--- config.mk ---
export PLATFORM = sky130hd
export DESIGN_NAME = argmax_classifier_flat
export DESIGN_NICKNAME = d
export VERILOG_FILES = /design/src/rtl/nn_pkg.sv /design/src/rtl/argmax_classifier_if.sv /design/src/rtl/argmax_classifier.sv /design/src/flat_wrapper.sv
export SDC_FILE = /design/constraint.sdc
export NUM_CORES = 1
export LEC_CHECK = 0
export ABC_CLOCK_PERIOD_IN_PS = 12000
export CAP_MARGIN = 0
export CELL_PAD_IN_SITES_DETAIL_PLACEMENT = 1
export CELL_PAD_IN_SITES_GLOBAL_PLACEMENT = 2
export CORE_ASPECT_RATIO = 0.5
export CORE_MARGIN = 10
export CORE_UTILIZATION = 35
export DETAILED_ROUTE_END_ITERATION = 6
export PLACE_DENSITY = 0.82
export SLEW_MARGIN = 20
export SYNTH_ARGS = -nofsm -noshare
export SYNTH_HDL_FRONTEND = slang
export SYNTH_SLANG_ARGS = --single-unit
--- constraint.sdc ---
create_clock -name clock -period 12 [get_ports clock]
set_clock_uncertainty 0.05 [all_clocks]
set_input_delay 1.2 -clock clock [delete_from_list [all_inputs] [get_ports clock]]
set_output_delay 1.2 -clock clock [all_outputs]
set_load 0.01 [all_outputs]
--- src/rtl/nn_pkg.sv ---
// Shared definitions for the neural-network output stages.
//   activation_type : activation selector used by the neuron layers
//   argmax_state_t  : control states of the argmax classifier
//   INDEX_WIDTH(n)  : bits needed to index n classes, never less than one
package nn_pkg;

   typedef enum logic {
      RELU    = 1'b0,
      SIGMOID = 1'b1
   } activation_type;

   typedef enum logic [1:0] {
      WAITING  = 2'd0,
      SCANNING = 2'd1,
      DONE     = 2'd2
   } argmax_state_t;

   // A single class still needs a one-bit index port.
   function automatic int INDEX_WIDTH(input int n);
      return (n <= 1) ? 1 : $clog2(n);
   endfunction

endpackage

--- src/rtl/argmax_classifier_if.sv ---
// Bundle between the final neuron layer and the argmax classifier.
//   input_ready  : one-cycle pulse, inputs valid this cycle (layer -> classifier)
//   inputs       : signed neuron outputs, one per class (layer -> classifier)
//   class_index  : index of the largest input (classifier -> consumer)
//   max_value    : value found at class_index (classifier -> consumer)
//   busy         : classifier is scanning or presenting a result
//   output_ready : one-cycle pulse, class_index/max_value valid
// master = the side producing neuron outputs and consuming the result,
// slave  = the classifier.
interface argmax_classifier_if
   import nn_pkg::*;
#(
   parameter int DATA_WIDTH = 32,
   parameter int NUM_INPUTS = 10
);

   localparam int IW = INDEX_WIDTH(NUM_INPUTS);

   logic                         input_ready;
   logic signed [DATA_WIDTH-1:0] inputs [NUM_INPUTS];
   logic [IW-1:0]                class_index;
   logic signed [DATA_WIDTH-1:0] max_value;
   logic                         busy;
   logic                         output_ready;

   modport master (
      output input_ready,
      output inputs,
      input  class_index,
      input  max_value,
      input  busy,
      input  output_ready
   );

   modport slave (
      input  input_ready,
      input  inputs,
      output class_index,
      output max_value,
      output busy,
      output output_ready
   );

endinterface

--- src/rtl/argmax_classifier.sv ---
// Argmax output stage for the final neuron layer. Captures all neuron
// outputs on an input_ready pulse, then walks them one per cycle through a
// single signed comparator and reports the index/value of the largest with
// a one-cycle output_ready pulse. Strict '>' keeps the lowest index on ties.
// Ports:
//   clock : rising-edge system clock
//   reset : synchronous, active-high; aborts any scan in progress
//   bus   : argmax_classifier_if slave modport (see interface header)
module argmax_classifier
   import nn_pkg::*;
#(
   parameter int DATA_WIDTH = 32,
   parameter int NUM_INPUTS = 10
) (
   input  logic                 clock,
   input  logic                 reset,
   argmax_classifier_if.slave   bus
);

   localparam int            IW         = INDEX_WIDTH(NUM_INPUTS);
   localparam logic [IW-1:0] LAST_INDEX = IW'(NUM_INPUTS - 1);
   localparam logic [IW-1:0] FIRST_SCAN = IW'(1);

   argmax_state_t state_reg, state_next;

   logic signed [DATA_WIDTH-1:0] captured_reg [NUM_INPUTS];
   logic signed [DATA_WIDTH-1:0] best_value_reg, best_value_next;
   logic [IW-1:0]                best_index_reg, best_index_next;
   logic [IW-1:0]                scan_index_reg, scan_index_next;
   logic [IW-1:0]                class_index_reg;
   logic signed [DATA_WIDTH-1:0] max_value_reg;

   logic accept;
   logic load_result;

   // Next-state and datapath control. The result registers are loaded from
   // the *next* best values so the final compare is already folded in on the
   // edge that enters DONE.
   always_comb begin
      state_next      = state_reg;
      best_value_next = best_value_reg;
      best_index_next = best_index_reg;
      scan_index_next = scan_index_reg;
      accept          = 1'b0;
      load_result     = 1'b0;

      case (state_reg)
         WAITING: begin
            if (bus.input_ready) begin
               accept          = 1'b1;
               best_value_next = bus.inputs[0];
               best_index_next = '0;
               scan_index_next = FIRST_SCAN;
               if (NUM_INPUTS == 1) begin
                  state_next  = DONE;
                  load_result = 1'b1;
               end else begin
                  state_next = SCANNING;
               end
            end
         end

         SCANNING: begin
            if (captured_reg[scan_index_reg] > best_value_reg) begin
               best_value_next = captured_reg[scan_index_reg];
               best_index_next = scan_index_reg;
            end
            scan_index_next = scan_index_reg + 1'b1;
            if (scan_index_reg == LAST_INDEX) begin
               state_next  = DONE;
               load_result = 1'b1;
            end
         end

         DONE: begin
            state_next = WAITING;
         end

         default: begin
            state_next = WAITING;
         end
      endcase
   end

   always_ff @(posedge clock) begin
      if (reset) begin
         state_reg       <= WAITING;
         best_value_reg  <= '0;
         best_index_reg  <= '0;
         scan_index_reg  <= '0;
         class_index_reg <= '0;
         max_value_reg   <= '0;
         for (int i = 0; i < NUM_INPUTS; i++) begin
            captured_reg[i] <= '0;
         end
      end else begin
         state_reg      <= state_next;
         best_value_reg <= best_value_next;
         best_index_reg <= best_index_next;
         scan_index_reg <= scan_index_next;
         // Captured once per acceptance and frozen for the rest of the scan.
         if (accept) begin
            for (int i = 0; i < NUM_INPUTS; i++) begin
               captured_reg[i] <= bus.inputs[i];
            end
         end
         if (load_result) begin
            class_index_reg <= best_index_next;
            max_value_reg   <= best_value_next;
         end
      end
   end

   assign bus.class_index  = class_index_reg;
   assign bus.max_value    = max_value_reg;
   assign bus.busy         = (state_reg != WAITING);
   assign bus.output_ready = (state_reg == DONE);

endmodule

--- src/flat_wrapper.sv ---
// flat-port wrapper written by rule: the top's interface ports become plain ports
module argmax_classifier_flat import nn_pkg::*;
#(
   parameter int DATA_WIDTH = 32,
   parameter int NUM_INPUTS = 10
)
  (clock, reset, bus_input_ready, bus_inputs, bus_class_index, bus_max_value, bus_busy, bus_output_ready);
  argmax_classifier_if #(.DATA_WIDTH(DATA_WIDTH), .NUM_INPUTS(NUM_INPUTS)) bus_i ();
  input  logic clock;
  input  logic reset;
  input wire logic [$bits(bus_i.input_ready)-1:0] bus_input_ready;
  input wire logic [$bits(bus_i.inputs)-1:0] bus_inputs;
  output wire logic [$bits(bus_i.class_index)-1:0] bus_class_index;
  output wire logic [$bits(bus_i.max_value)-1:0] bus_max_value;
  output wire logic [$bits(bus_i.busy)-1:0] bus_busy;
  output wire logic [$bits(bus_i.output_ready)-1:0] bus_output_ready;
  assign bus_i.input_ready = bus_input_ready;
  assign bus_i.inputs = {>>{bus_inputs}};
  assign bus_class_index = bus_i.class_index;
  assign bus_max_value = bus_i.max_value;
  assign bus_busy = bus_i.busy;
  assign bus_output_ready = bus_i.output_ready;
  argmax_classifier #(.DATA_WIDTH(DATA_WIDTH), .NUM_INPUTS(NUM_INPUTS)) u_core (.clock(clock), .reset(reset), .bus(bus_i));
endmodule
==> out/results.tsv, run 1 <==
stage	metric	value	unit
timing	highest clock rate	0.180	GHz
power_and_ir_drop	power density over the cells	149	mW/mm2
synth	number of flops mapped to enable cells by yosys	320	
finish	Area Growth Syn to Fin	29.7	%
timing	Setup TNS	0	ps
drt	Initial DRC Count	1011	
worst_setup_path	worst path arrival time	5880	ps
synth	YS warnings	0	
clock_network	clk slew on worst S/H paths	60	ps
synth	Synth top area share	51.3	%
synth	synth cell count leaders	and2_1 (322), edfxtp_1 (320), nor2_1 (86)	
finish	max reg flops	320	
drt	DR vias/cell	5.09	
timing	period utilization	46.2	%
floorplan	DIE HEIGHT	184	um
floorplan	Die X-Extent	347	um
floorplan	row cnt	59	
clock_network	Worst-Skew Late Latency	560	ps
drt	DR pass1 iterations	5	
power_and_ir_drop	Power, Total	3620	uW
worst_setup_path	Setup crit end kind	flop	
timing	Final Critical Period	5550	ps
worst_setup_path	CP Cell Sequence	buf_4 -> mux4_2 -> nor2b_1 -> a211oi_1 -> a21oi_1 -> ha_1 -> nand4_1 -> nor4_2 -> o21ai_1 -> a32o_1 -> a211oi_4 -> buf_4 -> mux2i_1 -> a211oi_1	
clock_network	H-tree depth	2	
flow_run	MaxCap Viol Count	0	
min_path	HP Class	flop to flop	
clock_network	PostCTS Resize Cnt	0	
global_routing	global-route wire length before repair	89300	um
synth	top-count cell post-synth	and2_1	
drt	final WL	62300	um
timing	Slew Limit Fails	0	
worst_setup_path	CP required	12330	ps
floorplan	Top Ports	361	
clock_network	Num CTS Buffers	40	
drt	Via Count	12635	
worst_setup_path	CP startpoint kind	flop	
finish	final cell utilization of the core	46.3	%
synth	Mean Syn Cell Area	13.1	um2
synth	biggest area consumer among synthesized cells	edfxtp_1	
timing	RSZ-0062 raised after global routing	false	
floorplan	Die Area	0.0637	mm2
timing	worst slew pin tran	1140	ps
placement	PortBufs	360	
clock_network	# Post-CTS Setup Buffers	0	
clock_network	CTS Hold Buffers Added	0	
drt	number of remaining DRC errors	0	
status	outcome	complete, no violations	
clock_network	clock tree buffer depth	3	
clock_network	CTS root buf	clkbuf_16	
synth	#FFs+latches synth	402	
drt	Final ANT Viol Nets	0	
floorplan	Initial Util	35.7	%
global_routing	vias in the first global route	12962	
finish	layout net count	2099	
clock_network	clock sinks	402	
finish	share of cells above drive strength 1	8.69	%
synth	asr flop ratio synth	0	%
synth	Primary FF master, synth	edfxtp_1	
synth	largest cells by area after synthesis	edfxtp_1 (51%), and2_1 (11%), dfxtp_1 (8.8%)	
finish	post-route insts no fill	2481	
timing	Slew Limit Headroom	23.8	%
timing	Final Hold Vio Count	0	
timing	Final setup viols	0	
global_routing	aggregate global routing overflow	0	
worst_setup_path	Critical-path top delay cell	dfxtp_4	
worst_setup_path	critical setup path kind	flop to flop	
synth	synthesized area	0.0187	mm2
worst_setup_path	CP max stage delay	800	ps
drt	routed len/inst	25.1	um
floorplan	Std-Cell Core Area	0.0524	mm2
placement	dpl hpwl	44600	um
synth	Seq/Total Area, Yosys	60.1	%
worst_setup_path	CP max FO	34	
clock_network	CTS tree	yes	
synth	cells after synthesis	1430	
global_routing	initial antenna violation count	11	
placement	routability cong.	0.800	
power_and_ir_drop	Leak	0.00893	uW
global_routing	largest net degree at the start of global routing	299	
synth	syn nets	1787	
placement	placed cell count	2400	
synth	distinct cell type count after synthesis	40	
power_and_ir_drop	Peak VDD IR	84.1	uV
global_routing	overall global routing resource usage	18.8	%
[worst paths after layout]
check	startpoint	end	slack [ps]	depth (start not counted)
min	u_core.best_index_reg[0]	u_core.best_index_reg[0]	450	2
max reg2reg	flop	u_core.bus.max_value[24]	6450	14
min reg2reg	u_core.best_index_reg[0]	u_core.best_index_reg[0]	450	2
max	flop	u_core.bus.max_value[24]	6450	14
[critical path: cells and delay by family (launching register included)]
family	cells	cell delay [ps]
AOI/OAI and AO/OA	6	1420
adders and majority gates	1	380
buffers and inverters	2	1130
DFF	1	800
muxes	2	920
and+or+nand+nor	3	630
[where the power goes]
group	switching (uW)	internal, uW
Sequential	55.6	1630
Combinational	325	313
Clock	560	740
Total	940	2680
[routing by layer]
layer	GRT usage, %	routed length (um)	vias to the layer above
met2	33.4	32400	264
met5	0	0	-
li1	-	-	5855
met1	24.0	26300	6452
met3	2.59	2670	64
met4	4.36	945	0
[per-stage QoR]
step                hold slack, ps  setup WS [ps]  instance area [um2]
floorplan                      406           2060                18700
global placement               434           6560                22900
detailed placement             435           6420                22900
CTS                            453           6380                24200
global route                   479           6030                24300
finish                         446           6450                24300
[cells by family after synthesis]
logic type | synth area share, %
simple gates | 14.9
flops | 60.1
compound gates | 8.23
buf+inv | 3.17
mux | 11.3
fa+ha+maj | 2.27
xor+xnor | 0.0468
[cells in the final DEF, fill, tap and decap left out, drive strengths merged, types with 6 or more instances in the layout]
master         count
clkbuf            57
clkdlybuf4s50    359
mux2i             65
a211oi            67
buf               18
o22ai             33
nand4              6
nor2b             38
clkinv            11
dfxtp             82
nor2              86
diode              8
a21oi             77
inv               35
o21ai              9
ha                34
a2bb2oi           33
and2             322
nand2             18
edfxtp           320
mux4              64
[area by class of cell]
class / instances / area, um2
diodes: 8 / 20.0
clock buffers: 57 / 1160
clock inverters: 15 / 159
fillers: 5358 / 28100
inverters: 35 / 131
multi-input cells: 886 / 6920
flip-flops and latches: 402 / 11300
well taps: 701 / 877
repair buffers: 377 / 3760
Note: power is estimated with default switching activity, not from simulation.
==> run 2: changes to the inputs <==
Settings changed: ABC_CLOCK_PERIOD_IN_PS 12000 to 4450, CORE_UTILIZATION 35 to 32, PLACE_DENSITY 0.82 to 0.79.
Clock period 12 ns to 4.45 ns, I/O delays scaled along.
==> run 2 against run 1 <==
  * Power increased to 2.7 times the previous value
  * Utilization decreased by 3.2 points
  * Fmax increased by 30%
  * Register-to-register slack got worse by 6300 ps
  * First-iteration DRC count decreased by 15%
  * Sequential power increased to 2.7 times the previous value
  * Highest routed layer unchanged
  * Via count decreased by 0.19%
==> out/results.tsv, run 2 (synthesized netlist as in run 1, its figures left out) <==
stage	metric	value	unit
status	outcome	complete, no violations	
flow_run	MaxCap Viol Count	0	
drt	DR vias/cell	4.87	
finish	share of cells above drive strength 1	11.3	%
placement	dpl hpwl	48900	um
worst_setup_path	CP required	4770	ps
finish	commonest non-fill, non-tap cells in the layout	clkdlybuf4s50_1 (359), and2_1 (322), edfxtp_1 (320)	
power_and_ir_drop	power density over the cells	393	mW/mm2
timing	Final setup viols	0	
power_and_ir_drop	Peak VDD IR	286	uV
min_path	HP Class	flop to flop	
finish	final cell utilization of the core	43.1	%
finish	layout net count	2143	
timing	Slew Limit Fails	0	
clock_network	Worst-Skew Late Latency	550	ps
power_and_ir_drop	Leak	0.00918	uW
timing	worst slew pin tran	1160	ps
timing	period utilization	95.6	%
global_routing	vias in the first global route	13160	
clock_network	CTS tree	yes	
timing	Final Critical Period	4250	ps
drt	final WL	63800	um
global_routing	initial antenna violation count	6	
worst_setup_path	critical setup path kind	flop to flop	
clock_network	clk slew on worst S/H paths	60	ps
clock_network	H-tree depth	2	
floorplan	Initial Util	32.5	%
timing	Slew Limit Headroom	21.9	%
drt	DR pass1 iterations	4	
global_routing	aggregate global routing overflow	0	
power_and_ir_drop	Power, Total	9760	uW
power_and_ir_drop	combinational share of power	19.8	%
clock_network	CTS Hold Buffers Added	0	
global_routing	overall global routing resource usage	17.7	%
floorplan	Top Ports	361	
global_routing	largest net degree at the start of global routing	71	
timing	Final Hold Vio Count	0	
power_and_ir_drop	sequential cell fraction of total power	46.3	%
power_and_ir_drop	Sw Share	26.0	%
drt	Initial DRC Count	862	
finish	commonest non-fill, non-tap cell in the layout	clkdlybuf4s50_1	
worst_setup_path	CP max FO	18	
placement	PortBufs	360	
power_and_ir_drop	Net Sw Power	2540	uW
placement	pre-CTS WS	99.0	ps
worst_setup_path	worst path arrival time	4570	ps
floorplan	DIE HEIGHT	191	um
clock_network	clock sinks	402	
global_routing	global-route wire length before repair	91000	um
timing	PnR worst setup slack	196	ps
clock_network	CTS root buf	clkbuf_16	
finish	max reg flops	320	
drt	Final ANT Viol Nets	0	
clock_network	clock tree buffer depth	3	
floorplan	Die Area	0.0692	mm2
floorplan	Std-Cell Core Area	0.0576	mm2
floorplan	row cnt	62	
drt	routed len/inst	24.6	um
worst_setup_path	Setup crit end kind	flop	
drt	Via Count	12611	
finish	Area Growth Syn to Fin	32.7	%
worst_setup_path	CP startpoint kind	flop	
power_and_ir_drop	internal power	7220	uW
placement	routability cong.	0.815	
drt	number of remaining DRC errors	0	
floorplan	Die X-Extent	362	um
clock_network	Num CTS Buffers	41	
timing	highest clock rate	0.235	GHz
power_and_ir_drop	Clock Power Share	33.9	%
run 2: what timing repair did:
item,in CTS,in global routing
endpoints found under the setup margin,0,72
endpoints found under the hold margin,0,0
setup buffers,0,2
resized for setup,0,15
run 2: path summary, 6_finish.rpt:
path                                                 from                   endpoint  slack, ps  cells after the start
worst max-delay path                                 flop   u_core.bus.max_value[27]        200                     14
worst min-delay path            u_core.bus.class_index[3]  u_core.bus.class_index[3]        450                      2
worst max register to register                       flop   u_core.bus.max_value[27]        200                     14
worst min register to register  u_core.bus.class_index[3]  u_core.bus.class_index[3]        450                      2
run 2: area by class of cell:
cell class / instances / area [um2]
antenna: 5 / 12.5
multi-input combinational: 886 / 6990
clock inverter: 23 / 160
tap: 768 / 961
timing repair buffer: 420 / 4270
sequential: 402 / 11300
clock buffer: 52 / 1090
inverter: 35 / 131
fill: 5965 / 32800
run 2: critical path: stages (launching register included):
cell and delay, ps:
dfxtp_4 420, buf_12 210, mux4_2 600, a211oi_1 520, a21oi_1 210, ha_1 350, nand4_1 190, nor3_2 180
nand2_1 100, and3_1 220, a211oi_4 280, buf_12 190, buf_12 150, mux2i_1 270, a211oi_1 120
run 2: per-stage QoR:
| step | cell area [um2] | std cells | hold WS (ps) | setup TNS [ps] |
|---|---|---|---|---|
| after detailed placement | 23500 | 2509 | 443 | 0 |
| after global routing | 24900 | 2591 | 478 | -357 |
| after CTS | 24800 | 2584 | 458 | 0 |
| after global placement | 23500 | 2509 | 420 | 0 |
| final | 24900 | 2591 | 450 | 0 |
| after floorplan | 18700 | 1430 | 406 | 0 |
run 2: power by group through the flow:
stage | registers (uW) | clock network [uW] | logic [uW]
after floorplan | 4550 | 0 | 1120
after global placement | 4580 | 0 | 1870
after detailed placement | 4590 | 0 | 1910
after CTS | 4520 | 3380 | 1920
after global routing | 4540 | 3550 | 2080
final | 4520 | 3310 | 1930
run 2: layer usage:
metal	GRT usage, %	vias up	routed length (um)
met5	0	-	0
met4	3.14	0	845
met3	2.06	46	2220
met2	32.2	199	33400
met1	22.7	6411	27400
li1	-	5955	-
